$ cat src/rtl/lut_multiplier_seq_pkg.sv
// lut_multiplier_seq_pkg: shared FSM state type and 2-bit partial-product select codes.
package lut_multiplier_seq_pkg;
  typedef enum logic [1:0] {IDLE, BUSY, DONE} state_t;
  localparam logic [1:0] PP_ZERO = 2'd0;
  localparam logic [1:0] PP_X1   = 2'd1;
  localparam logic [1:0] PP_X2   = 2'd2;
  localparam logic [1:0] PP_X3   = 2'd3;
endpackage

$ cat src/rtl/lut_multiplier_seq_pp.sv
// lut_pp_2b: combinational radix-4 lookup selecting 0, A, 2A or 3A from a 2-bit multiplier digit.
module lut_pp_2b
  import lut_multiplier_seq_pkg::*;
#(
  parameter int WIDTH_A = 32
) (
  input  logic [WIDTH_A-1:0] a,
  input  logic [1:0]         sel,
  output logic [WIDTH_A+1:0] pp
);
  logic [WIDTH_A+1:0] a1, a2;
  always_comb begin
    a1 = {2'b00, a};
    a2 = {1'b0, a, 1'b0};
    pp = sel == PP_ZERO ? '0 : sel == PP_X1 ? a1 : sel == PP_X2 ? a2 : a1 + a2;
  end
endmodule

$ cat src/rtl/lut_multiplier_seq.sv
// lut_multiplier_seq: sequential radix-4 unsigned multiplier with valid/ready handshakes.
// LUT_MULTIPLIER_SEQ_EARLY_TERM_EN finishes as soon as the remaining multiplier digits are all zero.
module lut_multiplier_seq
  import lut_multiplier_seq_pkg::*;
#(
  parameter int WIDTH_A = 32,
  parameter int WIDTH_B = 32
) (
  input  logic                       clk_seq,
  input  logic                       reset_seq,
  input  logic                       in_valid_seq,
  output logic                       in_ready_seq,
  input  logic [WIDTH_A-1:0]         source_a_seq,
  input  logic [WIDTH_B-1:0]         source_b_seq,
  output logic                       out_valid_seq,
  input  logic                       out_ready_seq,
  output logic [WIDTH_A+WIDTH_B-1:0] result_seq,
  output logic                       busy_seq
);
  localparam int K  = WIDTH_B / 2;
  localparam int SW = $clog2(K + 1);
  localparam int RW = WIDTH_A + WIDTH_B;
  state_t              state_q, state_d;
  logic [WIDTH_A-1:0]  a_q, a_d;
  logic [WIDTH_B-1:0]  b_q, b_d;
  logic [RW-1:0]       acc_q, acc_d, result_q, result_d, pp_ext;
  logic [SW-1:0]       step_q, step_d;
  logic [WIDTH_A+1:0]  pp;
  logic                last_step;
  lut_pp_2b #(.WIDTH_A(WIDTH_A)) u_pp (
    .a   (a_q),
    .sel (b_q[1:0]),
    .pp  (pp)
  );
  always_comb begin
`ifdef LUT_MULTIPLIER_SEQ_EARLY_TERM_EN
    last_step = (b_q >> 2) == '0;
`else
    last_step = step_q == SW'(K - 1);
`endif
    pp_ext   = RW'(pp) << {step_q, 1'b0};
    state_d  = state_q;
    a_d      = a_q;
    b_d      = b_q;
    acc_d    = acc_q;
    step_d   = step_q;
    result_d = result_q;
    case (state_q)
      IDLE: if (in_valid_seq) begin
        a_d     = source_a_seq;
        b_d     = source_b_seq;
        acc_d   = '0;
        step_d  = '0;
        state_d = BUSY;
      end
      BUSY: begin
        acc_d  = acc_q + pp_ext;
        b_d    = b_q >> 2;
        step_d = step_q + SW'(1);
        if (last_step) begin
          state_d  = DONE;
          result_d = acc_d;
        end
      end
      DONE: if (out_ready_seq) state_d = IDLE;
      default: state_d = IDLE;
    endcase
  end
  always_ff @(posedge clk_seq or posedge reset_seq) begin
    if (reset_seq) begin
      state_q  <= IDLE;
      a_q      <= '0;
      b_q      <= '0;
      acc_q    <= '0;
      step_q   <= '0;
      result_q <= '0;
    end else begin
      state_q  <= state_d;
      a_q      <= a_d;
      b_q      <= b_d;
      acc_q    <= acc_d;
      step_q   <= step_d;
      result_q <= result_d;
    end
  end
  assign in_ready_seq  = state_q == IDLE;
  assign busy_seq      = state_q == BUSY;
  assign out_valid_seq = state_q == DONE;
  assign result_seq    = result_q;
endmodule

$ cat config.mk
export PLATFORM = sky130hd
export DESIGN_NAME = lut_multiplier_seq
export DESIGN_NICKNAME = d
export VERILOG_FILES = /design/src/rtl/lut_multiplier_seq_pkg.sv /design/src/rtl/lut_multiplier_seq_pp.sv /design/src/rtl/lut_multiplier_seq.sv
export SDC_FILE = /design/constraint.sdc
export NUM_CORES = 1
export LEC_CHECK = 0
export ABC_AREA = 1
export BUFFER_PORTS_ARGS = -buffer_cell sky130_fd_sc_hd__buf_2
export CORE_MARGIN = 10
export CORE_UTILIZATION = 41
export CTS_CLUSTER_SIZE = 30
export DETAILED_ROUTE_END_ITERATION = 8
export HOLD_SLACK_MARGIN = 0.12
export MAX_ROUTING_LAYER = met4
export PLACE_DENSITY = 0.61
export RECOVER_POWER = 100
export SYNTH_ARGS = -nofsm -noshare
export SYNTH_HDL_FRONTEND = slang
export SYNTH_SLANG_ARGS = --single-unit
$ cat constraint.sdc
create_clock -name clk_seq -period 5.8 [get_ports clk_seq]
set_clock_uncertainty 0.05 [all_clocks]
set_input_delay 0.58 -clock clk_seq [delete_from_list [all_inputs] [get_ports clk_seq]]
set_output_delay 0.58 -clock clk_seq [all_outputs]
set_load 0.02 [all_outputs]
==> results.cfg <==
[placement]
portBuffers = 134
gp_congestion = 0.976
hpwl_um = 44400

[cts]
cts_buffers = 17
cts_tree = done
cts_sinks = 199
clock_latency_ns = 0.50
clk_pin_slew_worst_paths_ns = 0.08
cts_buffer_depth = 2
root_buffer = clkbuf_16
htree_num_levels = 4

[critical_path]
cp_num_buf_inv = 4
worstReg2RegStart = a_q[13]
crit_path_frequent_cell = nand2_1
crit_fanout = 5
critPathLaunchType = flop
crit_type = reg2reg
rr_endpoint = result_seq[60]
ff2ff_path_depth = 31
critPathArrivalTime_ns = 5.78
cpLargestDelayFamily = simple AND/OR/NAND/NOR gates
rrSetupSlack_ns = 0.30
endpoint_kind = flop
slowest_stage = dfrtp_2
cp_data_required_time_ns = 6.08
slowest_delay_ns = 0.48

[floorplan]
start_util = 0.414
die-area_um2 = 47300
ios = 135
die_x_um = 217
die_h_um = 217
std_cell_rows = 72
core_um2 = 38600

[final_layout]
areaGrowthSynthToFinish_pct = 16.3
drive_gt1_frac = 0.128
regArea_um2 = 4990
multi_input_area_um2 = 10100
fillers = 4117
diodes = 0
num-nets-final = 2726

[global_routing]
grt_pass1_wl_um = 90300
grt.overflow.total = 0
grt_pass1_vias = 16300
grt_max_degree = 149
antenna_found_initial = 0
grt_usage = 0.247

[hold_path]
min_to = state_q[1]
hold_depth = 2
min_path_type = in2reg
worst_hold_startpoint = out_ready_seq

[synthesis]
synthesis.nets = 2580
yosys_warnings = 0
synth.most_common_cell = nand2_1
ys_ff_latch = 199
synth_top_area_frac = 0.312
synth_flop_cell = dfrtp_1
synth_edf_count = 0
syn_area_um2 = 16000
synth.yosys.seq_area_share = 0.312
syn_avg_cell_area_um2 = 6.62
async_reset_ff_frac = 1.00
ys_types = 51
yosysTopAreaCell = dfrtp_1
synth_common_cells = nand2_1, inv_1, o21ai_0
synth.area.top_cells = dfrtp_1, nand2_1, ha_1, o21ai_0, inv_1
synthCells = 2413

[route]
ant_nets = 0
drt_pass1_iterations = 5
drc = 0
drtIter0Drc = 1334
num_vias = 16700
wire_per_inst_um = 18.4
vias_per_cell = 5.41
wirelength_um = 56800

[timing]
maxSlewViolCount = 250
hold_ws_ns = 0.206
setup_viol = 0
worstMarginPinSlew_ns = 3.75
min_period_over_period = 0.947
hold_viol_final = 0
relSlewSlack = -1.50
period_minus_slack_ns = 5.50
fin_setup_tns_ns = 0
grt_setup_unrepaired = true
fmax_mhz = 182

[job]
drv_cap = 3

[run_status]
violations = max-capacitance violations, max-slew violations
outcome = finished with violations
[repair_timing]
action	in CTS	in global routing
gates cloned	0	0
hold buffers	0	0
setup buffers	3	12
endpoints found under the setup margin	10	66
pin swaps	1	19
gates resized for setup	9	125
[through the flow]
stage | worst slack, ns | instance area (um^2) | util | cells
after floorplan | 1.21 | 16000 | - | 2413
after CTS | 0.0382 | 18200 | 0.471 | 3078
after global placement | -0.468 | 17500 | 0.454 | 3043
after detailed placement | -0.455 | 17500 | 0.454 | 3043
final | 0.305 | 18600 | 0.482 | 3090
after global routing | -0.0776 | 18600 | 0.482 | 3090
[layout by cell type (no fill, tap or decap), types with 10 or more instances in the layout]
master / n
o21a_1: 12
nor2_1: 150
a21oi_1: 167
o21ai_0: 198
nand4_1: 13
o22ai_1: 38
dfrtp_1: 190
xnor2_1: 15
xor2_1: 35
o21ai_1: 28
nand3_1: 173
a32o_1: 13
nand2_2: 16
inv_2: 11
ha_1: 79
nor2_2: 10
clkbuf_1: 69
inv_1: 257
a21oi_2: 15
nor3_1: 12
buf_2: 68
a31oi_1: 24
o21bai_1: 12
o211ai_1: 10
clkbuf_16: 17
nand2_1: 691
or2_2: 16
buf_4: 78
[area by class of cell]
cell class	count	area share
Sequential cell	199	0.269
Clock buffer	19	0.0238
Tap cell	518	0.0349
Inverter	275	0.0556
Multi-Input combinational cell	1848	0.544
Timing Repair Buffer	218	0.0647
Clock inverter	13	0.00808
[state kept, by name (all words and copies together) (netlist names)]
name        cells
a_q            32
acc_q          64
b_q            32
result_seq     64
state_q         2
step_q          5
[routing by layer]
metal	vias up	share of wire	GRT usage
li1	8315	-	-
met1	7888	0.49	0.338
met2	464	0.44	0.371
met3	61	0.054	0.0373
met4	0	0.018	0.0669
met5	-	0	-
[how the worst max path moves through the flow]
stage	start	end	slack (ns)	cells after the start
after floorplan	a_q[1]	result_seq[61]	1.21	32
after detailed placement	a_q[1]	acc_q[61]	-0.45	32
after global placement	a_q[1]	result_seq[61]	-0.47	32
after global routing	a_q[1]	result_seq[33]	-0.08	33
final	a_q[13]	result_seq[60]	0.30	31
after CTS	a_q[0]	acc_q[61]	0.04	35
[kinds of logic (layout without fill, tap and decap cells)]
family / Yosys count / in the layout / synth area share
buf+inv: 366 / 525 / 0.0865
mux: 2 / 2 / 0.00125
fa+ha+maj: 99 / 99 / 0.0785
xor+xnor: 52 / 52 / 0.0285
compound gates: 573 / 573 / 0.203
flops: 199 / 199 / 0.312
simple gates: 1122 / 1122 / 0.291
Power is not shown: default switching activity piles up to over one toggle a cycle in this logic, so the estimate is an artifact.
